<file path="config.mk">
export PLATFORM = sky130hd
export DESIGN_NAME = fb_write_ctrl_flat
export DESIGN_NICKNAME = d
export VERILOG_FILES = /design/src/rtl/fb_write_ctrl_pkg.sv /design/src/rtl/fb_write_ctrl_if.sv /design/src/rtl/fb_write_ctrl_byte_packer.sv /design/src/rtl/fb_write_ctrl.sv /design/src/flat_wrapper.sv
export SDC_FILE = /design/constraint.sdc
export NUM_CORES = 1
export LEC_CHECK = 0
export ABC_CLOCK_PERIOD_IN_PS = 2400
export BUFFER_PORTS_ARGS = -buffer_cell sky130_fd_sc_hd__buf_2
export CORE_ASPECT_RATIO = 1.2
export CORE_MARGIN = 5
export CORE_UTILIZATION = 56
export DETAILED_ROUTE_END_ITERATION = 8
export PLACE_DENSITY_LB_ADDON = 0.1
export SKIP_LAST_GASP = 1
export SYNTH_ARGS = -nofsm -noshare
export SYNTH_HDL_FRONTEND = slang
export SYNTH_HIERARCHICAL = 1
export SYNTH_SLANG_ARGS = --single-unit
</file>
<file path="constraint.sdc">
create_clock -name clk_60 -period 2.4 [get_ports clk_60]
set_clock_uncertainty 0.2 [all_clocks]
set_input_delay 0.36 -clock clk_60 [delete_from_list [all_inputs] [get_ports clk_60]]
set_output_delay 0.36 -clock clk_60 [all_outputs]
set_load 0.05 [all_outputs]
</file>
<file path="src/rtl/fb_write_ctrl_pkg.sv">
// Shared framebuffer write-path constants, FSM state encoding and pixel type.
package fb_write_ctrl_pkg;

  localparam int FB_FRAME_PIXELS = 16384;
  localparam int FB_PIXEL_BYTES  = 3;
  localparam int FB_ADDR_W       = 15;
  localparam int FB_PIX_W        = 20;

  typedef logic [FB_PIX_W-1:0]  pixel_t;
  typedef logic [FB_ADDR_W-1:0] fb_addr_t;

  typedef enum logic [1:0] {
    ST_IDLE,
    ST_OE,
    ST_READ,
    ST_FULL
  } wr_state_t;

endpackage

</file>
<file path="src/rtl/fb_write_ctrl_if.sv">
// FT232H sync-FIFO read side plus framebuffer write port; master is the write controller.
interface fb_write_ctrl_if;
  import fb_write_ctrl_pkg::*;

  logic       rxf_n;
  logic [7:0] ftdi_data;
  logic       oe_n;
  logic       rd_n;
  pixel_t     wdata;
  fb_addr_t   waddr;
  logic       we;
  logic       full_ftdi;
  logic       swapped_ftdi;

  modport master (
    input  rxf_n, ftdi_data, swapped_ftdi,
    output oe_n, rd_n, wdata, waddr, we, full_ftdi
  );

  modport slave (
    output rxf_n, ftdi_data, swapped_ftdi,
    input  oe_n, rd_n, wdata, waddr, we, full_ftdi
  );

endinterface

</file>
<file path="src/rtl/fb_write_ctrl_byte_packer.sv">
// Packs 3 sampled bytes into one 20-bit pixel; we/wdata valid the cycle after the 3rd byte.
// No backpressure: every sampled byte is accepted; clear resyncs the byte counter.
module fb_byte_packer
  import fb_write_ctrl_pkg::*;
(
  input  logic       clk_60,
  input  logic       rst_n,
  input  logic       sample,
  input  logic       clear,
  input  logic [7:0] din,
  output logic [1:0] byte_cnt,
  output logic       pixel_done,
  output logic       we,
  output pixel_t     wdata
);

  localparam logic [1:0] LAST_IDX = 2'(FB_PIXEL_BYTES - 1);

  logic [3:0] hi_nib;
  logic [7:0] mid_byte;

  assign pixel_done = sample && (byte_cnt == LAST_IDX);

  always_ff @(posedge clk_60 or negedge rst_n) begin
    if (!rst_n) begin
      byte_cnt <= 2'd0;
      hi_nib   <= 4'd0;
      mid_byte <= 8'd0;
      we       <= 1'b0;
      wdata    <= '0;
    end else begin
      we <= 1'b0;
      if (sample) begin
        case (byte_cnt)
          2'd0: begin
            // upper nibble of the first byte carries no pixel data
            hi_nib   <= din[3:0];
            byte_cnt <= 2'd1;
          end
          2'd1: begin
            mid_byte <= din;
            byte_cnt <= 2'd2;
          end
          default: begin
            wdata    <= {hi_nib, mid_byte, din};
            we       <= 1'b1;
            byte_cnt <= 2'd0;
          end
        endcase
      end else if (clear) begin
        byte_cnt <= 2'd0;
      end
    end
  end

endmodule

</file>
<file path="src/rtl/fb_write_ctrl.sv">
// Drains the FT232H stream into sequential back-buffer pixel writes, one pixel per 3 bytes.
// Holds off the FTDI (rd_n/oe_n high) from frame completion until swapped_ftdi.
module fb_write_ctrl
  import fb_write_ctrl_pkg::*;
#(
  parameter int FRAME_PIXELS = FB_FRAME_PIXELS,
  parameter int IDLE_TIMEOUT = 60000
) (
  input  logic                   clk_60,
  input  logic                   rst_n,
  fb_write_ctrl_if.master        bus
);

  localparam int       TO_W      = $clog2(IDLE_TIMEOUT);
  localparam fb_addr_t LAST_ADDR = FB_ADDR_W'(FRAME_PIXELS - 1);
  localparam logic [TO_W-1:0] TO_LAST = TO_W'(IDLE_TIMEOUT - 1);

  wr_state_t       state;
  logic            oe_n_q;
  logic            rd_n_q;
  logic            full_q;
  fb_addr_t        waddr_q;
  logic [TO_W-1:0] to_cnt;

  logic       sample;
  logic       pixel_done;
  logic       frame_done;
  logic       busy;
  logic       resync;
  logic       swap;
  logic [1:0] byte_cnt;
  logic       we;
  pixel_t     wdata;

  assign sample     = !bus.rxf_n && !rd_n_q;
  assign frame_done = pixel_done && (waddr_q == LAST_ADDR);
  assign busy       = (byte_cnt != 2'd0) || (waddr_q != '0);
  assign resync     = (state != ST_FULL) && busy && !sample && (to_cnt == TO_LAST);
  assign swap       = (state == ST_FULL) && bus.swapped_ftdi;

  fb_byte_packer u_packer (
    .clk_60     (clk_60),
    .rst_n      (rst_n),
    .sample     (sample),
    .clear      (resync),
    .din        (bus.ftdi_data),
    .byte_cnt   (byte_cnt),
    .pixel_done (pixel_done),
    .we         (we),
    .wdata      (wdata)
  );

  always_ff @(posedge clk_60 or negedge rst_n) begin
    if (!rst_n) begin
      state  <= ST_IDLE;
      oe_n_q <= 1'b1;
      rd_n_q <= 1'b1;
      full_q <= 1'b0;
    end else begin
      case (state)
        ST_IDLE: begin
          oe_n_q <= 1'b1;
          rd_n_q <= 1'b1;
          if (!bus.rxf_n) begin
            oe_n_q <= 1'b0;
            state  <= ST_OE;
          end
        end
        ST_OE: begin
          rd_n_q <= 1'b0;
          state  <= ST_READ;
        end
        ST_READ: begin
          // frame end wins so the byte after the last pixel is never popped
          if (frame_done) begin
            rd_n_q <= 1'b1;
            oe_n_q <= 1'b1;
            full_q <= 1'b1;
            state  <= ST_FULL;
          end else if (bus.rxf_n) begin
            rd_n_q <= 1'b1;
            oe_n_q <= 1'b1;
            state  <= ST_IDLE;
          end
        end
        ST_FULL: begin
          oe_n_q <= 1'b1;
          rd_n_q <= 1'b1;
          if (bus.swapped_ftdi) begin
            full_q <= 1'b0;
            state  <= ST_IDLE;
          end
        end
        default: state <= ST_IDLE;
      endcase
    end
  end

  // Address advances after each write; it parks at FRAME_PIXELS while FULL.
  always_ff @(posedge clk_60 or negedge rst_n) begin
    if (!rst_n) begin
      waddr_q <= '0;
    end else if (swap || resync) begin
      waddr_q <= '0;
    end else if (we) begin
      waddr_q <= waddr_q + FB_ADDR_W'(1);
    end
  end

  always_ff @(posedge clk_60 or negedge rst_n) begin
    if (!rst_n) begin
      to_cnt <= '0;
    end else if (state != ST_FULL) begin
      if (sample || !busy || resync) begin
        to_cnt <= '0;
      end else begin
        to_cnt <= to_cnt + TO_W'(1);
      end
    end
  end

  assign bus.oe_n      = oe_n_q;
  assign bus.rd_n      = rd_n_q;
  assign bus.full_ftdi = full_q;
  assign bus.waddr     = waddr_q;
  assign bus.we        = we;
  assign bus.wdata     = wdata;

endmodule

</file>
<file path="src/flat_wrapper.sv">
// flat-port wrapper written by rule: the top's interface ports become plain ports
module fb_write_ctrl_flat import fb_write_ctrl_pkg::*;
#(
  parameter int FRAME_PIXELS = FB_FRAME_PIXELS,
  parameter int IDLE_TIMEOUT = 60000
)
  (clk_60, rst_n, bus_rxf_n, bus_ftdi_data, bus_swapped_ftdi, bus_oe_n, bus_rd_n, bus_wdata, bus_waddr, bus_we, bus_full_ftdi);
  fb_write_ctrl_if bus_i ();
  input  logic clk_60;
  input  logic rst_n;
  input wire logic [$bits(bus_i.rxf_n)-1:0] bus_rxf_n;
  input wire logic [$bits(bus_i.ftdi_data)-1:0] bus_ftdi_data;
  input wire logic [$bits(bus_i.swapped_ftdi)-1:0] bus_swapped_ftdi;
  output wire logic [$bits(bus_i.oe_n)-1:0] bus_oe_n;
  output wire logic [$bits(bus_i.rd_n)-1:0] bus_rd_n;
  output wire logic [$bits(bus_i.wdata)-1:0] bus_wdata;
  output wire logic [$bits(bus_i.waddr)-1:0] bus_waddr;
  output wire logic [$bits(bus_i.we)-1:0] bus_we;
  output wire logic [$bits(bus_i.full_ftdi)-1:0] bus_full_ftdi;
  assign bus_i.rxf_n = bus_rxf_n;
  assign bus_i.ftdi_data = bus_ftdi_data;
  assign bus_i.swapped_ftdi = bus_swapped_ftdi;
  assign bus_oe_n = bus_i.oe_n;
  assign bus_rd_n = bus_i.rd_n;
  assign bus_wdata = bus_i.wdata;
  assign bus_waddr = bus_i.waddr;
  assign bus_we = bus_i.we;
  assign bus_full_ftdi = bus_i.full_ftdi;
  fb_write_ctrl #(.FRAME_PIXELS(FRAME_PIXELS), .IDLE_TIMEOUT(IDLE_TIMEOUT)) u_core (.clk_60(clk_60), .rst_n(rst_n), .bus(bus_i));
endmodule
</file>
# Word level (Yosys, flattened, before mapping)
# Index checks and enable logic that the tools add are counted.
dict set report totals {
  word_cells 78
  out_inout_bits 39
  regBits 71
}
dict set report op_classes {
  bitwise 1
  n_eq_ne 12
  mux 21
  addsub 2
  n_reduce_logical 31
}
# cell n
set ops {}
lappend ops {{$mux W15} 2}
lappend ops {{$add A16 B1 Y16 const B} 1}
lappend ops {{$eq A16 B16 Y1 const B} 1}
lappend ops {{$mux W16} 1}
lappend ops {{$add A15 B1 Y15 const B} 1}
lappend ops {{$eq A15 B14 Y1 const B} 1}
lappend ops {{$reduce_bool A15 Y1} 1}
lappend ops {{$mux W2} 6}
lappend ops {{$pmux W2 S4} 1}
lappend ops {{$reduce_and A2 Y1} 4}
lappend ops {{$reduce_bool A2 Y1} 4}
lappend ops {{$logic_and A1 B1 Y1} 7}
lappend ops {{$mux W1} 7}
lappend ops {{$eq A2 B2 Y1 const B} 3}
lappend ops {{$ne A2 B2 Y1 const B} 3}
lappend ops {{$pmux W1 S3} 2}
lappend ops {{$reduce_and A3 Y1} 2}
lappend ops {{$eq A2 B1 Y1 const B} 2}
lappend ops {{$logic_not A1 Y1} 4}
lappend ops {{$logic_not A2 Y1} 2}
lappend ops {{$logic_or A1 B1 Y1} 4}
lappend ops {{$pmux W2 S2} 1}
lappend ops {{$reduce_or A2 Y1} 2}
lappend ops {{$ne A3 B2 Y1 const B} 1}
lappend ops {{other kinds (4)} 4}

# Depth between registers and ports, before layout
dict set report depth {
  depth_word 7
  mapped_depth 9
}

# Modules after synthesis
# Netlist, hierarchy kept.
# mod area_each_um2 n_inst cells_per_inst
set modules_own_cells {}
lappend modules_own_cells {fb_write_ctrl 1934.4 1 201}
lappend modules_own_cells {fb_byte_packer 1327.5 1 77}

# Worst setup path after synthesis
# Ideal clock, no wire load.
dict set report synth_timing {
  path_type {reg-to-reg}
  startpoint {reg u_core.waddr_q[0], in the netlist u_core/bus.waddr[0]}
  endpoint {reg u_core.to_cnt[10]}
  t_required_ns 2.117
  arrival_time_ns 1.938
  path_buffers 0
  path_stages_with_launch 7
  setup_ns 0.083
  path_slack_ns 0.180
  synth_period_minus_slack_ns 2.220
  path_cell_list {dfrtp_1 > inv_1 > ha_1 > nor4b_1 > a41o_1 > or4_1 > o21ai_0}
}
dict set report synth_between {
  elab_chain_cells 7
  word_cells_on_any_way 9
  classes_between {mux: 1; reduce/logical: 8}
}
# item line
set synth_rtl {}
lappend synth_rtl {{from (decl)} fb_write_ctrl.sv:22} ;# fb_addr_t waddr_q;
lappend synth_rtl {{from (signal assigned)} fb_write_ctrl.sv:106} ;# waddr_q <= waddr_q + FB_ADDR_W'(1);
lappend synth_rtl {{$reduce_bool A15 Y1 (*)} fb_write_ctrl.sv:37} ;# assign busy = (byte_cnt != 2'd0) || (waddr_q != '0);
lappend synth_rtl {{$logic_or A1 B1 Y1 (*)} fb_write_ctrl.sv:37}
lappend synth_rtl {{$logic_and A1 B1 Y1 (3 in series)} fb_write_ctrl.sv:38} ;# assign resync = (state != ST_FULL) && busy && !sample && (to_cnt == TO_LAST);
lappend synth_rtl {{$logic_or A1 B1 Y1 (*)} fb_write_ctrl.sv:114} ;# if (sample || !busy || resync) begin
lappend synth_rtl {{$mux W16 (*)} fb_write_ctrl.sv:114}
lappend synth_rtl {{to (signal assigned)} fb_write_ctrl.sv:117} ;# to_cnt <= to_cnt + TO_W'(1);
lappend synth_rtl {{to (decl)} fb_write_ctrl.sv:23} ;# logic [TO_W-1:0] to_cnt;
# Mark *: on every way between the ends. The rest lies on a longest branch, timed or not.
# A chain may end at the register's enable or synchronous reset.

# Worst setup path in the final report
dict set report layout_timing {
  startpoint {reg u_core.to_cnt[5]}
  endpoint {reg u_core.waddr_q[9], in the netlist u_core/bus.waddr[9]}
}
dict set report layout_between {
  elab_chain_cells 4
  word_cells_on_any_way 5
  classes_between {eq/ne: 1; mux: 1; reduce/logical: 3}
}
# item line
set layout_rtl {}
lappend layout_rtl {{$eq A16 B16 Y1 (*)} fb_write_ctrl.sv:38}
lappend layout_rtl {{$logic_and A1 B1 Y1 (*)} fb_write_ctrl.sv:38}
lappend layout_rtl {{$logic_or A1 B1 Y1 (*)} fb_write_ctrl.sv:103} ;# end else if (swap || resync) begin
lappend layout_rtl {{$mux W15 or $reduce_bool A2 Y1 (tied branches)} n/a}
# Marks and branches as above.

==> reports/qor.yml <==
dr.pass1.iters: 4
cts_tree: "done"
start_kind: "flop"
ant_nets: 0
clkTransAtPathRegs_ps: 70
core_area_mm2: 0.00567
async_flop_share: 1.00
cts_buffers: 9
hold_path_class: "in2reg"
placementRows: 30
io_pins: 51
power_leakage_nw: 1.89
power.density_mw_per_mm2: 1450
synth_enable_flop_cells: 0
ys_types: 43
dieArea_mm2: 0.00746
fin_nets: 354
syn_nets: 293
cts_buffer_depth: 2
grt.overflow.total: 0
max_slew_margin: 0.691
period_needed_ps: 2170
antennaDiodeCount: 0
portBuffers: 50
reg2regPathDepth: 5
worstMarginPinSlew_ps: 461
grt_pass1_vias: 2252
ir_drop_mv: 0.893
grt_first_pass_wirelength_um: 10600
cts_root_buf: "clkbuf_8"
grtUsageTotal: 0.182
maxSlewViolCount: 0
die_h_um: 93.6
area_growth_pct: 18.7
dieWidth_um: 79.7
viasPerCell: 5.25
synth.cell_area_mm2: 0.00326
arrival_ps: 2160
drive_gt1_frac: 0.350
finalCritPeriodShare: 0.904
clock-sinks: 71
drt_iter0_drc: 84
ys.flop_type: "dfrtp_1"
status: "completed"
synthCells: 278
dr_total_vias: 2220
htreeDepth: 3
place.gp.congestion: 0.762
cp-end-kind: "flop"
hold_viol_final: 0
finalSetupTns_ps: 0
setup_viol: 0
critPathRequiredTime_ps: 2390
yosys_warnings: 6
clk-insertion-delay-late_ps: 330
start_util: 0.575
dp_hpwl_um: 4340
path_class: "reg2reg"
synth.largest_area_cell: "dfrtp_1"
wl_per_cell_um: 14.7
holdPathStages: 2
ys_ff_latch: 71
synth.top_cell.area_share: 0.529
drv_cap: 0
worstPathMaxFanout: 15
drc_errors: 0
synth_area_leaders: "dfrtp_1, mux2_2, nor2_1"
max_clock_freq_mhz: 461
grt_start_max_net_pins: 72
rsz0062_at_grt: "no"
total_power_mw: 5.62
avgSynthCellArea_um2: 11.7
ys_seq_area_frac: 0.545
antenna_found_initial: 0
whs_ps: 68.9
routed_wl_um: 6200
[power by group]
part	internal [mW]	total (mW)	switching, mW	leakage (nW)
Combinational	0.740	2.32	1.58	0.862
Clock	0.715	1.15	0.432	0.119
Sequential	1.70	2.15	0.446	0.910
[metal layers]
layer,track usage,up-vias,share of wire
met3,0.0395,2,0.047
met5,0,-,0
met2,0.297,49,0.50
met4,0.0817,0,0.0056
met1,0.230,1086,0.44
li1,-,1083,-
[final timing paths]
check,from,endpoint,slack (ps)
worst min register to register,u_core/to_cnt[1]$_DFFE_PN0N_,u_core/to_cnt[1]$_DFFE_PN0N_,310
worst max-delay path,u_core/to_cnt[5]$_DFFE_PN0N_,u_core/bus.waddr[9]$_DFFE_PN0P_,230
min in group asynchronous,rst_n,u_core/state[0]$_DFFE_PN0P_,380
worst min-delay path,bus_rxf_n,u_core/state[0]$_DFFE_PN0P_,70
max in group asynchronous,rst_n,u_core/bus.rd_n$_DFFE_PN1P_,1290
worst max register to register,u_core/to_cnt[5]$_DFFE_PN0N_,u_core/bus.waddr[9]$_DFFE_PN0P_,230
[cell usage in the layout (no fill, tap or decap), types with 2 or more instances in the layout]
master / instances
a22o_1: 2
and4_1: 3
nand2_1: 24
clkbuf_8: 10
nor2_4: 2
nor4_1: 3
dfstp_2: 2
inv_1: 8
ha_1: 3
nor2_2: 2
nand3_1: 9
buf_4: 5
nor3_1: 3
o21ai_0: 6
xnor2_1: 10
buf_2: 50
a21oi_1: 4
nor3_4: 2
a21o_1: 2
xor2_1: 14
nor2b_1: 2
mux2i_1: 2
mux2_2: 32
nor2_1: 34
bufinv_16: 3
nor4b_1: 2
nand4_1: 10
dfrtp_1: 69
and3_1: 5
and2_1: 2
[what timing repair did]
| action | in CTS | in global routing |
|---|---|---|
| setup buffers | 0 | 0 |
| hold buffers | 1 | 0 |
| gates resized for setup | 0 | 0 |
| endpoints found under the setup margin | 0 | 0 |
| hold endpoints to repair | 69 | 0 |
[registers in the layout, indices dropped and copies added (netlist names)]
name                      cells
u_core/bus.oe_n               1
u_core/bus.full_ftdi          1
u_core/to_cnt                16
u_core/u_packer/wdata        20
u_core/u_packer/mid_byte      8
u_core/u_packer/hi_nib        4
u_core/u_packer/we            1
u_core/state                  2
u_core/bus.waddr             15
u_core/bus.rd_n               1
u_core/u_packer/byte_cnt      2
[cells by family (layout without fill, tap and decap cells)]
kind of cell               count (synthesis)  after routing  synth area share
buffers and inverters                     15             80            0.0249
AOI/OAI and AO/OA                         20             20            0.0472
muxes                                     35             35             0.121
and+or+nand+nor                          110            110             0.185
adders and majority gates                  3              3            0.0115
xor gates and xnor gates                  24             24            0.0644
DFF                                       71             71             0.545
[worst max-delay path, cell delays in order, from the launching register on]
cell	delay [ps]
dfrtp_1	430
or4b_4	560
nor3_4	190
nand3_2	140
o21ai_4	400
nor2_1	110
[cell type report]
| type | count | area, µm² |
|---|---|---|
| inverters | 8 | 30.0 |
| fillers | 418 | 1800 |
| multi-input cells | 192 | 1400 |
| flip-flops and latches | 71 | 1780 |
| clock inverters | 5 | 106 |
| repair buffers | 57 | 318 |
| well taps | 80 | 100 |
| clock buffers | 10 | 138 |
[cells in the mapped netlist, drive strengths merged (3+ instances only)]
cell and count:
xnor2 10, o21ai 7, dfrtp 69, nand2 25, and3 5, mux2 33
buf 5, nor3 5, nand4 10, nand3 10, nor4 3, a21oi 4
and4 3, nor2 38, ha 3, xor2 14, inv 8
[through the flow]
stage	util	worst slack [ps]	std cells	cell area (µm²)
floorplan	-	180	278	3260
global placement	0.638	294	407	3620
detailed placement	0.638	224	407	3620
CTS	0.683	214	423	3870
global route	0.683	114	423	3870
finish	0.683	229	423	3870
(Power assumes the default switching activity.)
